[config.mk]
export PLATFORM = sky130hd
export DESIGN_NAME = block_xfer_seq
export DESIGN_NICKNAME = d
export VERILOG_FILES = /design/src/rtl/block_xfer_seq_pkg.sv /design/src/rtl/lsb_prienc.sv /design/src/rtl/block_xfer_seq.sv
export SDC_FILE = /design/constraint.sdc
export NUM_CORES = 1
export LEC_CHECK = 0
export ABC_AREA = 1
export ABC_CLOCK_PERIOD_IN_PS = 3900
export CORE_MARGIN = 1.5
export CORE_UTILIZATION = 51
export DETAILED_ROUTE_END_ITERATION = 16
export GPL_TIMING_DRIVEN = 1
export PLACE_DENSITY = 0.77
export SLEW_MARGIN = 5
export SYNTH_ARGS = -nofsm -noshare
export SYNTH_HDL_FRONTEND = slang
export SYNTH_SLANG_ARGS = --single-unit
[constraint.sdc]
create_clock -name CLK -period 3.9 [get_ports CLK]
set_input_delay 0.78 -clock CLK [delete_from_list [all_inputs] [get_ports CLK]]
set_output_delay 0.78 -clock CLK [all_outputs]
set_load 0.02 [all_outputs]
[src/rtl/block_xfer_seq_pkg.sv]
// Shared definitions for the block (multiple-register) transfer sequencer:
// FSM encoding, addressing-mode codes, opcode and word stride.
package block_xfer_seq_pkg;

   typedef enum logic [2:0] {
      StIdle,
      StSetup,
      StReq,
      StWb,
      StDone
   } state_e;

   // Encoded as {P, U} from IR[24:23].
   typedef enum logic [1:0] {
      ModeDa = 2'b00,
      ModeIa = 2'b01,
      ModeDb = 2'b10,
      ModeIb = 2'b11
   } mode_e;

   localparam logic [2:0]  OpBlockXfer = 3'b100;
   localparam int unsigned WordStride  = 4;

   function automatic logic [4:0] popcount16(input logic [15:0] v);
      logic [4:0] cnt;
      cnt = '0;
      for (int i = 0; i < 16; i++) begin
         cnt = cnt + {4'b0000, v[i]};
      end
      return cnt;
   endfunction

endpackage

[src/rtl/lsb_prienc.sv]
// Lowest-set-bit priority encoder: index of the lowest set bit of a 16-bit vector.
module lsb_prienc (
   input  logic [15:0] req_i,
   output logic [3:0]  idx_o,
   output logic        valid_o
);

   // Scan downwards so the lowest set bit is the last one written.
   always_comb begin
      idx_o   = '0;
      valid_o = 1'b0;
      for (int i = 15; i >= 0; i--) begin
         if (req_i[i]) begin
            idx_o   = 4'(i);
            valid_o = 1'b1;
         end
      end
   end

endmodule

[src/rtl/block_xfer_seq.sv]
// Block transfer sequencer: walks the register list of an LDM/STM instruction,
// issuing one word access per listed register and an optional base writeback.
module block_xfer_seq
   import block_xfer_seq_pkg::*;
#(
   parameter int unsigned AW = 32
) (
   input  logic          CLK,
   input  logic          RST_N,
   input  logic          START,
   input  logic [31:0]   IR,
   input  logic [AW-1:0] BASE,
   input  logic          MOC,
   output logic          BUSY,
   output logic          MEM_EN,
   output logic          RW,
   output logic [AW-1:0] MAR,
   output logic [3:0]    REG_NUM,
   output logic          LOAD_WE,
   output logic          WB_EN,
   output logic [AW-1:0] WB_VAL,
   output logic          DONE
);

   state_e        state_q, state_d;
   logic [15:0]   list_q, list_d;
   logic [4:0]    n_q, n_d;
   logic          p_q, p_d, u_q, u_d, w_q, w_d;
   logic [AW-1:0] base_q, base_d;
   logic [AW-1:0] mar_q, mar_d;
   logic [3:0]    reg_num_q, reg_num_d;
   logic          rw_q, rw_d;
   logic          mem_en_q, mem_en_d;
   logic          busy_q, busy_d;
   logic          wb_en_q, wb_en_d;
   logic [AW-1:0] wb_val_q, wb_val_d;
   logic          done_q, done_d;

   logic [15:0]   pe_in;
   logic [3:0]    pe_idx;
   logic          pe_valid;
   logic [AW-1:0] four_n;
   logic [AW-1:0] stride;
   logic [AW-1:0] start_addr;
   logic          unused_ir;

   assign unused_ir = ^{IR[31:28], IR[22], IR[19:16]};
   assign four_n    = AW'({n_q, 2'b00});
   assign stride    = AW'(WordStride);

   // In REQ the encoder looks ahead past the register currently on the bus.
   assign pe_in = (state_q == StReq) ? (list_q & ~(16'b1 << reg_num_q)) : list_q;

   lsb_prienc u_lsb_prienc (
      .req_i   (pe_in),
      .idx_o   (pe_idx),
      .valid_o (pe_valid)
   );

   always_comb begin
      case (mode_e'({p_q, u_q}))
         ModeIa:  start_addr = base_q;
         ModeIb:  start_addr = base_q + stride;
         ModeDa:  start_addr = base_q - four_n + stride;
         default: start_addr = base_q - four_n;
      endcase
   end

   always_comb begin
      state_d   = state_q;
      list_d    = list_q;
      n_d       = n_q;
      p_d       = p_q;
      u_d       = u_q;
      w_d       = w_q;
      base_d    = base_q;
      mar_d     = mar_q;
      reg_num_d = reg_num_q;
      rw_d      = rw_q;
      mem_en_d  = mem_en_q;
      busy_d    = busy_q;
      wb_en_d   = 1'b0;
      wb_val_d  = wb_val_q;
      done_d    = 1'b0;
      case (state_q)
         StIdle: begin
            if (START && (IR[27:25] == OpBlockXfer)) begin
               state_d = StSetup;
               list_d  = IR[15:0];
               n_d     = popcount16(IR[15:0]);
               p_d     = IR[24];
               u_d     = IR[23];
               w_d     = IR[21];
               rw_d    = IR[20];
               base_d  = BASE;
               busy_d  = 1'b1;
            end
         end
         StSetup: begin
            mar_d     = start_addr;
            reg_num_d = pe_idx;
            if (pe_valid) begin
               state_d  = StReq;
               mem_en_d = 1'b1;
            end else begin
               state_d = StDone;
               done_d  = 1'b1;
            end
         end
         StReq: begin
            if (MOC) begin
               mar_d  = mar_q + stride;
               list_d = pe_in;
               if (pe_valid) begin
                  reg_num_d = pe_idx;
               end else begin
                  mem_en_d = 1'b0;
                  if (w_q) begin
                     state_d  = StWb;
                     wb_en_d  = 1'b1;
                     wb_val_d = u_q ? (base_q + four_n) : (base_q - four_n);
                  end else begin
                     state_d = StDone;
                     done_d  = 1'b1;
                  end
               end
            end
         end
         StWb: begin
            state_d = StDone;
            done_d  = 1'b1;
         end
         StDone: begin
            state_d = StIdle;
            busy_d  = 1'b0;
         end
         default: state_d = StIdle;
      endcase
   end

   always_ff @(posedge CLK) begin
      if (!RST_N) begin
         state_q   <= StIdle;
         list_q    <= '0;
         n_q       <= '0;
         p_q       <= 1'b0;
         u_q       <= 1'b0;
         w_q       <= 1'b0;
         base_q    <= '0;
         mar_q     <= '0;
         reg_num_q <= '0;
         rw_q      <= 1'b0;
         mem_en_q  <= 1'b0;
         busy_q    <= 1'b0;
         wb_en_q   <= 1'b0;
         wb_val_q  <= '0;
         done_q    <= 1'b0;
      end else begin
         state_q   <= state_d;
         list_q    <= list_d;
         n_q       <= n_d;
         p_q       <= p_d;
         u_q       <= u_d;
         w_q       <= w_d;
         base_q    <= base_d;
         mar_q     <= mar_d;
         reg_num_q <= reg_num_d;
         rw_q      <= rw_d;
         mem_en_q  <= mem_en_d;
         busy_q    <= busy_d;
         wb_en_q   <= wb_en_d;
         wb_val_q  <= wb_val_d;
         done_q    <= done_d;
      end
   end

   assign BUSY    = busy_q;
   assign MEM_EN  = mem_en_q;
   assign RW      = rw_q;
   assign MAR     = mar_q;
   assign REG_NUM = reg_num_q;
   assign LOAD_WE = mem_en_q & MOC & rw_q;
   assign WB_EN   = wb_en_q;
   assign WB_VAL  = wb_val_q;
   assign DONE    = done_q;

endmodule

[Yosys cells after proc, flatten, opt, wreduce, memory -nomap -nowiden]
Cells that the tools add are included.
Cells by class
  add/sub/neg operators: 20
  equal/unequal tests: 12
  shift-type cells: 1
  muxes and demuxes: 61
  bitwise logic cells: 8
  reductions and logical operators: 15
Operators with widths (number)
  $add 32x3->32 const B: 3
  $pmux 32 s3: 1
  $mux 4: 18
  $mux 32: 2
  $pmux 32 s2: 1
  $add 5x1->5: 11
  $mux 16: 3
  $add 32x7->32: 1
  $pmux 16 s2: 1
  $sub 32x7->32: 1
  $mux 1: 25
  $and 16x16->16: 1
  $not 16->16: 1
  $shl 1x4->16 const A: 1
  $mux 3: 5
  $pmux 3 s4: 1
  $ne 2x2->1 const B: 5
  $reduce_and 3->1: 3
  $pmux 4 s2: 1
  $reduce_and 4->1: 2
  $eq 3x2->1 const B: 2
  $eq 3x3->1 const B: 2
  $reduce_and 2->1: 3
  $reduce_bool 2->1: 3
  other kinds (15): 20
Word-level totals
  bits in registers: 132
  input port bits: 68
  output and inout port bits: 74
  logic and storage cells: 132

[Logic depth before layout (Yosys ltp)]
  depth after elaboration: 23
  gate-level depth with buffers: 23
  gate-level depth less buffers: 23

[By module]
From an unflattened synthesis, not the netlist that was laid out.
Second synthesis, totals
  cell total of the unflattened synthesis: 1815
  area, all modules: 11182.0 sq um
Modules (own cells, without submodules)
  block_xfer_seq: instances 1, cells an instance 1766, area an instance 10973.0 sq um, seq. area each 2642.5 sq um
  lsb_prienc: instances 1, cells an instance 49, area an instance 209.0 sq um, seq. area each 0.0 sq um

[Least setup slack after synthesis]
OpenSTA, ideal clock, no wires.
  path kind: input-to-reg
  start point: in IR[0]
  end point: reg n_q[4]
  library setup time: 70 ps
  arrival: 3674 ps
  data required time: 3830 ps
  slack: 155 ps
  stages: 12
  path buffers: 0
  path through: fa_1 inv_1 fa_1 fa_1 fa_1 inv_1 ha_1 inv_1 fa_1 nor2_1 o211ai_1 a21oi_1
Between the ends
  cells in the longest elaborated chain, start to end: 15
RTL lines
  from (decl): RTL line block_xfer_seq.sv:11  | input logic [31:0] IR,
  $add 1x1->2: RTL line block_xfer_seq_pkg.sv:28  | cnt = cnt + {4'b0000, v[i]};
  $add 2x1->3: RTL line block_xfer_seq_pkg.sv:28
  $add 3x1->4: RTL line block_xfer_seq_pkg.sv:28
  $add 4x1->5: RTL line block_xfer_seq_pkg.sv:28
  $add 5x1->5 (11 in a row): RTL line block_xfer_seq_pkg.sv:28
  to (signal assigned): RTL line block_xfer_seq.sv:161  | n_q <= n_d;
  to (decl): RTL line block_xfer_seq.sv:27  | logic [4:0] n_q, n_d;
No other way between the ends.
A chain may end at the register's enable or synchronous reset.

[Worst setup path in the final report]
  start point: in IR[11]
  end point: reg n_q[4]
Between the ends
  cells in the longest elaborated chain, start to end: 5
RTL lines (RTL line)
  $add 5x1->5 (5 in a row): block_xfer_seq_pkg.sv:28
No other way between the ends.

==> impl_metrics.yaml <==
power:
  clkPwrFrac_pct: 22.6
  internal_power_mw: 3.93
  pwr-share-seq_pct: 24.7
  leakagePower_nw: 5.31
  p_sw_share_pct: 48.4
  p_switching_mw: 3.68
  peakVddDrop_mv: 0.344
  p_per_area_nw_per_um2: 612
  pwr-share-comb_pct: 52.7
floorplanning:
  coreArea_um2: 19700
  fp.dieH_um: 146
  die_area_um2: 21200
  top_level_ports: 142
  die_w_um: 146
  rows: 51
  initial_core_util_pct: 52.6
synth:
  syn_nets: 1823
  yosysWarningCount: 0
  ys_seq_area_share_pct: 25.5
  avgSynthCellArea_um2: 6.02
  ys_seq_elements: 132
  synthArstFlopShare_pct: 0
  yosys-top-cells-area: "dfxtp_1 25%, nand2_1 16%, a21oi_1 7.4%"
  yosys-top-cells-count: "432 x nand2_1, 174 x nor2_1, 156 x inv_1"
  ys.flop_type: "dfxtp_1"
  yosysMostFrequentCell: "nand2_1"
  synthDistinctLibCells: 46
  syn-cell-area_um2: 10400
  yosysTopAreaCellShare_pct: 25.5
  synth_edf_count: 0
  yosys.area.top_type: "dfxtp_1"
  syn_inst: 1723
sta:
  fin_ws_ns: 0.0992
  min_period_ns: 3.80
  worst_hold_slack_ns: 0.444
  rsz0062_at_grt: "false"
  max_slew_margin_pct: 38.9
  max_freq_mhz: 263
  setup-violations-final: 0
  hold_viol: 0
  finalCritPeriodShare_pct: 97.5
  worstMarginPinSlew_ns: 0.914
  skew_ns: 0.0111
  drv_slew: 0
  setup-tns-final_ns: 0
route:
  drc_errors: 0
  drtPass1Iterations: 6
  first_iter_violations: 1232
  vias_per_cell: 5.85
  totalWireLength_um: 36300
  routedWlPerCell_um: 17.4
  vias: 12200
  ant_nets: 0
layout:
  final_area_um2: 12400
  multi_input_area_um2: 6720
  layout.cells.non_filler: 2087
  diodes: 0
  regArea_um2: 2640
  drive_above_1_share_pct: 6.31
  fin_nets: 1909
  fillers: 1878
  area_delta_synth_final_pct: 19.9
run:
  maxCapViolations: 0
global_routing:
  grt_pass1_vias: 11000
  grt_pass1_wl_um: 57700
  grt_start_max_net_pins: 73
  antenna_found_initial: 1
  track_usage_pct: 33.8
  grt_overflow: 0
worst_setup_path:
  cp_max_fo: 2
  required_ns: 4.25
  path_class: "primary input to register"
  reg2reg_setup_slack_ns: 0.38
  end_kind: "register"
  startpoint_type: "primary input"
  worstPathArrival_ns: 4.16
outcome:
  outcome: "completed"
cts:
  root_buffer: "clkbuf_16"
  clock_latency_ns: 0.43
  clock_path_buffers: 2
  cts_tree: "yes"
  clk_pin_slew_ns: 0.06
  cts_sinks: 132
  cts_max_level: 4
  hold_buffers: 0
  cts_buffers: 17
worst_hold_path:
  hold_class: "register to register"
place:
  gp_congestion: 1.01
  numPlacedInstances: 2055
  dpl_worst_slack_ns: -0.566
  placed_area_um2: 11800
  hpwlAfterDp_um: 26900
  port_buffers: 132
final timing paths:
path | endpoint | startpoint | depth (start not counted)
setup / recovery | n_q[4]$_SDFFE_PN0P_ | IR[11] | 13
setup reg to reg | MAR[20]$_SDFFE_PN0P_ | base_q[2]$_SDFFE_PN0P_ | 19
hold reg to reg | MAR[1]$_SDFFE_PN0P_ | MAR[1]$_SDFFE_PN0P_ | 2
hold / removal | MAR[1]$_SDFFE_PN0P_ | MAR[1]$_SDFFE_PN0P_ | 2
sequential cells by signal, summed over array words and instances (netlist names):
name / cells
list_q: 16
n_q: 5
u_q: 1
MAR: 32
WB_EN: 1
state_q: 3
p_q: 1
BUSY: 1
REG_NUM: 4
w_q: 1
RW: 1
DONE: 1
base_q: 32
MEM_EN: 1
WB_VAL: 32
final cells by class:
class / instances / area share (%)
multi-input combinational: 1330 / 54.0
clock buffer: 19 / 3.56
clock inverter: 13 / 1.39
timing repair buffer: 154 / 11.8
sequential: 132 / 21.3
inverter: 174 / 5.25
tap: 265 / 2.67
cell usage in the layout, fill, tap and decap left out, types with 3 or more instances in the layout:
master / count
nand3_1: 144
dfxtp_1: 132
nor4_1: 6
o221ai_1: 5
bufinv_16: 3
a21oi_1: 153
clkinv_4: 4
and2_1: 4
nand4_1: 33
o21ai_1: 20
a31oi_1: 38
o211ai_1: 26
nand2_1: 431
dlygate4sd2_1: 9
nor3_1: 15
xnor2_1: 4
nand3b_1: 3
fa_1: 10
clkdlybuf4s50_1: 122
a211oi_1: 4
clkbuf_16: 17
nor3b_1: 3
nor2_4: 6
inv_6: 4
nor2_1: 174
inv_1: 155
buf_4: 22
nand2_2: 10
clkinv_1: 4
or2_2: 4
inv_2: 15
xor2_1: 28
nor2_2: 14
ha_1: 19
o21ai_0: 153
metal layers:
layer	share of wire [%]	global-route usage, %	vias up
met3	6.8	5.77	131
li1	-	-	5921
met1	41	42.1	5608
met5	0.036	0	-
met2	47	57.0	544
met4	4.7	15.8	2
critical path: stages:
cell and delay, ns:
dlygate4sd2_1 0.26, fa_1 0.49, fa_1 0.54, inv_1 0.08, fa_1 0.60, fa_1 0.43
inv_1 0.08, ha_2 0.18, inv_2 0.04, fa_2 0.35, nor2_1 0.10, o211ai_1 0.09
a21oi_1 0.15
through the flow:
stage	util [%]	power [mW]
floorplan	-	4.51
global placement	59.9	5.70
detailed placement	59.9	5.77
CTS	63.0	7.52
global route	63.0	8.11
finish	63.0	7.61
power by group through the flow:
stage / Clock [mW] / Sequential [mW] / Combinational (mW)
6_report: 1.72 / 1.88 / 4.01
3_5_place_dp: 0 / 1.90 / 3.87
4_1_cts: 1.73 / 1.87 / 3.92
2_1_floorplan: 0 / 1.96 / 2.56
3_3_place_gp: 0 / 1.89 / 3.81
5_1_grt: 1.80 / 1.91 / 4.40
cell families (layout without fill, tap and decap cells):
family          after synthesis  count (layout)  synth area share [%]
simple gates                853             853                  35.5
compound gates              413             413                  21.7
buf+inv                     261             360                  9.85
flops                       132             132                  25.5
fa+ha+maj                    32              32                  4.73
xor+xnor                     32              32                  2.70
timing repair:
item | CTS | global route
setup endpoints to repair | 4 | 1
resized for setup | 13 | 0
pin swaps | 9 | 5
buffers inserted | 0 | 0
(Power assumes the default switching activity.)
